===== config.mk =====
export PLATFORM = sky130hd
export DESIGN_NAME = uart_rx_flat
export DESIGN_NICKNAME = d
export VERILOG_FILES = /design/src/rtl/uart_pkg.sv /design/src/rtl/uart_rx_if.sv /design/src/rtl/uart_rx_sync.sv /design/src/rtl/uart_rx.sv /design/src/flat_wrapper.sv
export SDC_FILE = /design/constraint.sdc
export NUM_CORES = 1
export LEC_CHECK = 0
export ABC_AREA = 0
export BUFFER_PORTS_ARGS = -buffer_cell sky130_fd_sc_hd__buf_2
export CORE_MARGIN = 5
export CORE_UTILIZATION = 36
export DETAILED_ROUTE_END_ITERATION = 7
export HOLD_SLACK_MARGIN = 0.08
export MAX_ROUTING_LAYER = met4
export PLACE_DENSITY = 0.62
export SLEW_MARGIN = 20
export SYNTH_ARGS = -nofsm -noshare
export SYNTH_HDL_FRONTEND = slang
export SYNTH_HIERARCHICAL = 1
export SYNTH_SLANG_ARGS = --single-unit

===== constraint.sdc =====
create_clock -name clock -period 2.2 [get_ports clock]
set_input_delay 0.11 -clock clock [delete_from_list [all_inputs] [get_ports clock]]
set_output_delay 0.11 -clock clock [all_outputs]
set_load 0.005 [all_outputs]

===== src/rtl/uart_pkg.sv =====
// Shared UART definitions: oversampling constants, receiver state encoding
// and the baud-select encodings used by the baud generator.
package uart_pkg;

    localparam int OS_RATE    = 16;
    localparam int MID_SAMPLE = 7;

    typedef enum logic [2:0] {
        IDLE,
        START,
        DATA,
        PARITY,
        STOP,
        BREAK
    } rx_state_t;

    typedef enum logic [1:0] {
        BAUD_9600   = 2'd0,
        BAUD_19200  = 2'd1,
        BAUD_38400  = 2'd2,
        BAUD_115200 = 2'd3
    } baud_sel_t;

    // Half period of baud_clk in 50 MHz system clocks for each select value.
    function automatic int unsigned baud_half_period(input baud_sel_t sel);
        case (sel)
            BAUD_9600:   return 164;
            BAUD_19200:  return 82;
            BAUD_38400:  return 41;
            default:     return 14;
        endcase
    endfunction

endpackage


===== src/rtl/uart_rx_if.sv =====
// Receive-side consumer handshake: the receiver (master) presents a word with
// flags, the consumer (slave) accepts it with rx_ready.
interface uart_rx_if #(
    parameter int DATA_BITS = 8
);
    logic                 rx_ready;
    logic [DATA_BITS-1:0] rx_data;
    logic                 rx_valid;
    logic                 rx_frame_err;
    logic                 rx_parity_err;
    logic                 rx_overrun;

    modport master (
        input  rx_ready,
        output rx_data,
        output rx_valid,
        output rx_frame_err,
        output rx_parity_err,
        output rx_overrun
    );

    modport slave (
        output rx_ready,
        input  rx_data,
        input  rx_valid,
        input  rx_frame_err,
        input  rx_parity_err,
        input  rx_overrun
    );
endinterface


===== src/rtl/uart_rx_sync.sv =====
// Input conditioning for the UART receiver: two-flop synchronizer on the
// serial line (idles high out of reset) and rising-edge detect on baud_clk.
module uart_rx_sync (
    input  logic clock,
    input  logic reset,
    input  logic rx_serial,
    input  logic baud_clk,
    output logic rx_s,
    output logic tick
);
    logic rx_meta;
    logic baud_q;

    // Synchronize the asynchronous line and delay baud_clk for edge detection.
    always_ff @(posedge clock) begin
        if (reset) begin
            rx_meta <= 1'b1;
            rx_s    <= 1'b1;
            baud_q  <= 1'b0;
        end else begin
            rx_meta <= rx_serial;
            rx_s    <= rx_meta;
            baud_q  <= baud_clk;
        end
    end

    assign tick = baud_clk & ~baud_q;

endmodule


===== src/rtl/uart_rx.sv =====
// UART receive engine with 16x oversampling and a valid/ready output.
// Optional parity support is enabled by defining UART_RX_PARITY_EN; without
// it there is no parity bit, no parity_odd port and rx_parity_err is 0.
module uart_rx
    import uart_pkg::*;
#(
    parameter int DATA_BITS = 8
) (
    input  logic      clock,
    input  logic      reset,
    input  logic      baud_clk,
    input  logic      rx_serial,
`ifdef UART_RX_PARITY_EN
    input  logic      parity_odd,
`endif
    uart_rx_if.master rx_bus
);
    localparam logic [3:0] OS_LAST  = 4'(OS_RATE - 1);
    localparam logic [3:0] OS_MID   = 4'(MID_SAMPLE);
    localparam logic [2:0] LAST_IDX = 3'(DATA_BITS - 1);

    logic                 rx_s;
    logic                 tick;
    rx_state_t            state, state_next;
    logic [3:0]           os_cnt, os_next;
    logic [2:0]           bit_idx, idx_next;
    logic [DATA_BITS-1:0] shift_q;
    logic                 shift_en;
    logic                 load_en;

    uart_rx_sync u_sync (
        .clock     (clock),
        .reset     (reset),
        .rx_serial (rx_serial),
        .baud_clk  (baud_clk),
        .rx_s      (rx_s),
        .tick      (tick)
    );

`ifdef UART_RX_PARITY_EN
    logic perr_en;
    logic perr_q;
    logic parity_err_q;
`endif

    // State register plus the oversample counter and bit index it controls.
    always_ff @(posedge clock) begin
        if (reset) begin
            state   <= IDLE;
            os_cnt  <= 4'd0;
            bit_idx <= 3'd0;
        end else begin
            state   <= state_next;
            os_cnt  <= os_next;
            bit_idx <= idx_next;
        end
    end

    // Next-state logic; everything advances only on oversample ticks.
    always_comb begin
        state_next = state;
        os_next    = os_cnt;
        idx_next   = bit_idx;
        shift_en   = 1'b0;
        load_en    = 1'b0;
`ifdef UART_RX_PARITY_EN
        perr_en    = 1'b0;
`endif
        if (tick) begin
            case (state)
                IDLE: begin
                    if (!rx_s) begin
                        os_next    = 4'd0;
                        state_next = START;
                    end
                end
                START: begin
                    os_next = os_cnt + 4'd1;
                    if (os_cnt == OS_MID) begin
                        if (!rx_s) begin
                            os_next    = 4'd0;
                            idx_next   = 3'd0;
                            state_next = DATA;
                        end else begin
                            state_next = IDLE;
                        end
                    end
                end
                DATA: begin
                    os_next = os_cnt + 4'd1;
                    if (os_cnt == OS_LAST) begin
                        shift_en = 1'b1;
                        if (bit_idx == LAST_IDX) begin
`ifdef UART_RX_PARITY_EN
                            state_next = PARITY;
`else
                            state_next = STOP;
`endif
                        end else begin
                            idx_next = bit_idx + 3'd1;
                        end
                    end
                end
`ifdef UART_RX_PARITY_EN
                PARITY: begin
                    os_next = os_cnt + 4'd1;
                    if (os_cnt == OS_LAST) begin
                        perr_en    = 1'b1;
                        state_next = STOP;
                    end
                end
`endif
                STOP: begin
                    os_next = os_cnt + 4'd1;
                    if (os_cnt == OS_LAST) begin
                        load_en    = 1'b1;
                        state_next = rx_s ? IDLE : BREAK;
                    end
                end
                BREAK: begin
                    if (rx_s) begin
                        state_next = IDLE;
                    end
                end
                default: state_next = IDLE;
            endcase
        end
    end

    // Data bits arrive LSB first, so shift each new bit in at the top.
    always_ff @(posedge clock) begin
        if (reset) begin
            shift_q <= '0;
        end else if (shift_en) begin
            shift_q <= {rx_s, shift_q[DATA_BITS-1:1]};
        end
    end

`ifdef UART_RX_PARITY_EN
    // Parity check over data plus received parity bit against the selected sense.
    always_ff @(posedge clock) begin
        if (reset) begin
            perr_q <= 1'b0;
        end else if (perr_en) begin
            perr_q <= ^{shift_q, rx_s} ^ parity_odd;
        end
    end

    // Parity flag is part of the held word and loads with it.
    always_ff @(posedge clock) begin
        if (reset) begin
            parity_err_q <= 1'b0;
        end else if (load_en) begin
            parity_err_q <= perr_q;
        end
    end

    assign rx_bus.rx_parity_err = parity_err_q;
`else
    assign rx_bus.rx_parity_err = 1'b0;
`endif

    // Output word register and handshake; a load wins over a plain accept.
    always_ff @(posedge clock) begin
        if (reset) begin
            rx_bus.rx_data      <= '0;
            rx_bus.rx_frame_err <= 1'b0;
            rx_bus.rx_valid     <= 1'b0;
            rx_bus.rx_overrun   <= 1'b0;
        end else if (load_en) begin
            rx_bus.rx_data      <= shift_q;
            rx_bus.rx_frame_err <= ~rx_s;
            rx_bus.rx_valid     <= 1'b1;
            rx_bus.rx_overrun   <= rx_bus.rx_valid & ~rx_bus.rx_ready;
        end else if (rx_bus.rx_valid && rx_bus.rx_ready) begin
            rx_bus.rx_valid     <= 1'b0;
            rx_bus.rx_overrun   <= 1'b0;
        end
    end

endmodule

===== src/flat_wrapper.sv =====
// flat-port wrapper written by rule: the top's interface ports become plain ports
module uart_rx_flat import uart_pkg::*;
#(
    parameter int DATA_BITS = 8
)
  (clock, reset, baud_clk, rx_serial, rx_bus_rx_ready, rx_bus_rx_data, rx_bus_rx_valid, rx_bus_rx_frame_err, rx_bus_rx_parity_err, rx_bus_rx_overrun);
  uart_rx_if #(.DATA_BITS(DATA_BITS)) rx_bus_i ();
  input  logic clock;
  input  logic reset;
  input  logic baud_clk;
  input  logic rx_serial;
  input wire logic [$bits(rx_bus_i.rx_ready)-1:0] rx_bus_rx_ready;
  output wire logic [$bits(rx_bus_i.rx_data)-1:0] rx_bus_rx_data;
  output wire logic [$bits(rx_bus_i.rx_valid)-1:0] rx_bus_rx_valid;
  output wire logic [$bits(rx_bus_i.rx_frame_err)-1:0] rx_bus_rx_frame_err;
  output wire logic [$bits(rx_bus_i.rx_parity_err)-1:0] rx_bus_rx_parity_err;
  output wire logic [$bits(rx_bus_i.rx_overrun)-1:0] rx_bus_rx_overrun;
  assign rx_bus_i.rx_ready = rx_bus_rx_ready;
  assign rx_bus_rx_data = rx_bus_i.rx_data;
  assign rx_bus_rx_valid = rx_bus_i.rx_valid;
  assign rx_bus_rx_frame_err = rx_bus_i.rx_frame_err;
  assign rx_bus_rx_parity_err = rx_bus_i.rx_parity_err;
  assign rx_bus_rx_overrun = rx_bus_i.rx_overrun;
  uart_rx #(.DATA_BITS(DATA_BITS)) u_core (.clock(clock), .reset(reset), .baud_clk(baud_clk), .rx_serial(rx_serial), .rx_bus(rx_bus_i));
endmodule

==> Word level (Yosys, flattened, before mapping) <==
Cells that the tools add are included.
{ "totals": {"register_bits": 32, "latchBits": 0, "ram_bits": 0, "mem_bits_ro": 0, "inputBits": 5, "out_inout_bits": 12, "n_memories": 0} }
{ "op_classes": {"addsub": 2, "mul": 0, "div_mod_pow": 0, "magnitude_cmp": 0, "eq_ne": 15, "shifts": 0, "mux": 26, "bitwise_logic": 5, "reduce_logical": 9} }
{ "op_table": {"columns": ["operator", "n"], "rows": [
  ["two-way mux 3 bit", 11],
  ["case mux 3 bit (5 select lines)", 1],
  ["two-way mux 4 bit", 3],
  ["case mux 4 bit (3 select lines)", 1],
  ["== test 3 bit, second input constant", 3],
  ["two-way mux 1 bit", 8],
  ["!= test 2 x 1 -> 1 bit, second input constant", 4],
  ["!= test 2 bit, second input constant", 4],
  ["AND reduction 7 bit", 1],
  ["case mux 3 bit (2 select lines)", 1],
  ["AND reduction 6 bit", 1],
  ["adder 4 x 1 -> 4 bit, second input constant", 1],
  ["== test 4 x 3 -> 1 bit, second input constant", 1],
  ["== test 4 bit, second input constant", 1],
  ["nonzero test 2 bit", 2],
  ["adder 3 x 1 -> 3 bit, second input constant", 1],
  ["== test 3 x 1 -> 1 bit, second input constant", 1],
  ["== test 3 x 2 -> 1 bit, second input constant", 1],
  ["zero test 3 bit", 1],
  ["inverter 1 bit", 3],
  ["AND reduction 3 bit", 1],
  ["nonzero test 3 bit", 1],
  ["AND 1 bit", 2],
  ["two-way mux 2 bit", 1],
  ["2 further kinds", 2]
]} }

==> Longest topological paths before layout <==
{ "logic_depth": {"ltp_word": 5, "mapped_depth": 6} }

==> By module <==
The synthesis kept the hierarchy.
{ "by_module_without_submodules": {"columns": ["mod", "n_inst", "cells_each", "area_each_um2"], "rows": [
  ["uart_rx", 1, 154, 1322.5],
  ["uart_rx_sync", 1, 7, 87.6]
]} }

==> Worst setup path before layout <==
No wires, ideal clock.
{ "synth_path": {"path_kind": "register -> register", "startpoint": "register u_core.state[0]", "endpoint": "register u_core.bit_idx[1]", "setup_ns": 0.070, "arrival_time_ns": 1.764, "required_ns": 2.130, "setup_slack_ns": 0.365, "path_stages_with_launch": 6, "cell_sequence": "dfxtp_1 > or3b_1 > buf_2 > o32a_4 > or4b_1 > a21oi_1"} }
{ "synth_between": {"elab_chain_len": 3} }
{ "synth_lines": {"columns": ["item", "line", "source"], "rows": [
  ["start, declared", "uart_rx.sv:24", "rx_state_t state, state_next;"],
  ["start signal, assigned", "uart_rx.sv:53", "state <= state_next;"],
  ["== test 3 x 2 -> 1 bit / == test 3 x 1 -> 1 bit (equally long branches)", "uart_rx.sv:70", "case (state)"],
  ["!= test 2 bit (no source line) (tied with other cells)", null, null],
  ["AND reduction 6 bit (no source line)", null, null],
  ["end signal, assigned", "uart_rx.sv:55", "bit_idx <= idx_next;"],
  ["end, declared", "uart_rx.sv:26", "logic [2:0] bit_idx, idx_next;"]
]} }
Several ways; a longest one is shown, not always the timed one.
A chain may end at the register's enable or synchronous reset.

==> Worst setup path after layout <==
{ "layout_path": {"startpoint": "register u_core.state[1]", "endpoint": "register u_core.bit_idx[2]"} }
The elaborated chain is that of the path after synthesis.

==> flow_summary.ini <==
[clock_network]
cts_tree = yes
cts_buffers = 5
htreeDepth = 2
clk_pin_slew_ps = 70
clock_latency_ps = 280
clockBufferDepth = 2
clock_sinks = 32
clk_root_buffer_cell = clkbuf_8
cts_setup_buffers = 0
hold_buffers = 3
ctsResizeCount = 0

[placement]
postPlaceCellArea_sq_um = 1540
placement.io_buffers = 15
dp_cells = 217
routabilityCongestion = 0.8802
dp_hpwl_um = 2005
post-place-ws_ps = 185.2

[floorplanning]
ios = 17
start_util_pct = 37.95
rows = 22
core_sq_um = 3716
die_h_um = 72.59
die_area_sq_um = 5269
die_w_um = 72.59

[timing]
skew_ps = 6.877
tns_ps = 0
report.final.slew_viol_count = 0
fin_crit_ps = 2053
setup_ws_ps = 147.2
worst_pin_slew_ps = 566.7
finalSetupViolCount = 0
finalHoldWorstSlack_ps = 300.1
rsz0062_at_grt = no
fin_crit_sh_pct = 93.31
fmax_mhz = 487.1
slew_headroom_pct = 62.22
hold_viol = 0

[worst_setup_path]
required_ps = 2410
r2r_slack_ps = 150
r2r_end = u_core/bit_idx[2]
critPathKind = flip-flop to flip-flop
critPathLaunchType = flip-flop
reg2reg_depth = 4
critPathArrivalTime_ps = 2260
r2r_start = u_core/state[1]
path_max_fanout = 11
crit_path_end_kind = flip-flop

[pwr]
ir_worst_vdd_v = 0.0003932
p_leak_uw = 0.0006005
power_density_nw_per_um2 = 643.7

[min_path]
min_delay_path_depth = 2
hold_end = u_core/shift_q[0]
hp-class = input port to flip-flop
min_from = reset

[route]
drt_iter0_drc = 27
antenna_left = 0
vias = 1191
dr.pass1.iters = 4
via_per_inst = 5.224
wl_um = 2952
wl_per_cell_um = 12.95
drc_errors = 0

[synthesis]
synth.net_count = 169
synth_warnings = 6
synth_top_area_cell = dfxtp_1
synth_area_leaders = dfxtp_1 45%, nand2_1 5.9%, mux2i_1 5.7%
synth_top_cells_by_count = 32 x dfxtp_1, 22 x nand2_1, 15 x a21oi_1, 14 x nor2_1, 8 x mux2i_1
synthCells = 161
syn_avg_cell_area_sq_um = 8.758
yosysMostFrequentCell = dfxtp_1
ys_types = 42
synth_top_flop_cell = dfxtp_1
synth-seq-cells = 32
ys_seq_area_share_pct = 45.43
synth_top_cell_area_share_pct = 45.43
syn_area_sq_um = 1410
synth_edf_count = 0
async_flop_share_pct = 0

[layout]
fillers = 363
regArea_sq_um = 640.6
postLayoutCellArea_sq_um = 1659
fin_cells = 228
antenna_cells = 0
fin_nets = 187
syn_to_final_growth_pct = 17.66
drive_gt1_share_pct = 16.67
multi_input_area_sq_um = 710.7

[grt]
grt_overflow = 0
grt_first_pass_wirelength_um = 4954
antenna_found_initial = 0
grt_max_degree = 35
first_global_vias = 1107
track_usage_pct = 12.07

[run_status]
outcome = complete, no violations

[run]
drv_cap = 0
==> power by group <==
group	internal [uW]	switching [uW]
combinational	14.0	20.6
sequential	582	3.33
clock	225	223
total	821	247
==> cell usage in the layout (no fill, tap or decap), drive strengths merged, types with 2 or more instances in the layout <==
cell          n
a2111oi       2
a21oi        15
buf          19
clkbuf        6
dfxtp        32
dlygate4sd3   3
ha            3
inv           3
mux2i         8
nand2        22
nand2b        4
nand3         7
nand4         2
nor2         15
nor3          2
nor3b         3
o21ai         7
or2           2
or3b          2
or4b          3
==> sequential cells by signal, indices dropped and copies added, names as in the netlist, 3 cells and up <==
register,count
u_core/state,3
u_core/os_cnt,4
u_core/shift_q,8
u_core/rx_bus.rx_data,8
u_core/bit_idx,3
==> worst max path at each step <==
stage                          from           endpoint  slack (ps)  cells past startpoint
global placement    u_core/state[1]  u_core/bit_idx[1]         260                      4
floorplan           u_core/state[0]  u_core/bit_idx[1]         370                      5
detailed placement  u_core/state[1]  u_core/bit_idx[2]         190                      4
CTS                 u_core/state[1]  u_core/bit_idx[2]         140                      4
global route        u_core/state[1]  u_core/bit_idx[2]          10                      4
finish              u_core/state[1]  u_core/bit_idx[2]         150                      4
==> per-layer routing <==
metal  track usage [%]  vias up  wire length [um]
met5                 -        -                 0
met2             19.84       23              1487
li1                  -      603                 -
met4             4.918        0                46
met1             14.08      559              1335
met3             2.893        6                82
==> per-stage QoR <==
step	utilization [%]	total power, uW
6_report	44.65	1068
5_1_grt	44.65	1114
4_1_cts	44.65	1076
3_5_place_dp	41.45	628.7
3_3_place_gp	41.45	628.0
2_1_floorplan	-	619.2
==> area by class of cell <==
| cell class | instances | area share, % |
|---|---|---|
| clock inverter | 2 | 0.9804 |
| sequential | 32 | 38.61 |
| inverter | 3 | 0.6787 |
| clock buffer | 6 | 4.374 |
| tap | 48 | 3.620 |
| timing repair buffer | 22 | 8.899 |
| multi-input combinational | 115 | 42.84 |
==> cells by family after synthesis <==
kind of cell,synth area share [%]
buffers and inverters,4.171
and+or+nand+nor,25.91
other,0.2659
AOI/OAI and AO/OA,15.26
adders and majority gates,2.662
muxes,5.679
xor gates and xnor gates,0.6212
DFF,45.43
==> worst max-delay path: stages, from the launching register on <==
cell and delay, ps:
dfxtp_1 500, or3b_1 420, o32a_4 390, or4b_1 510, a21oi_1 150
Power figures use the tool's default switching activity.
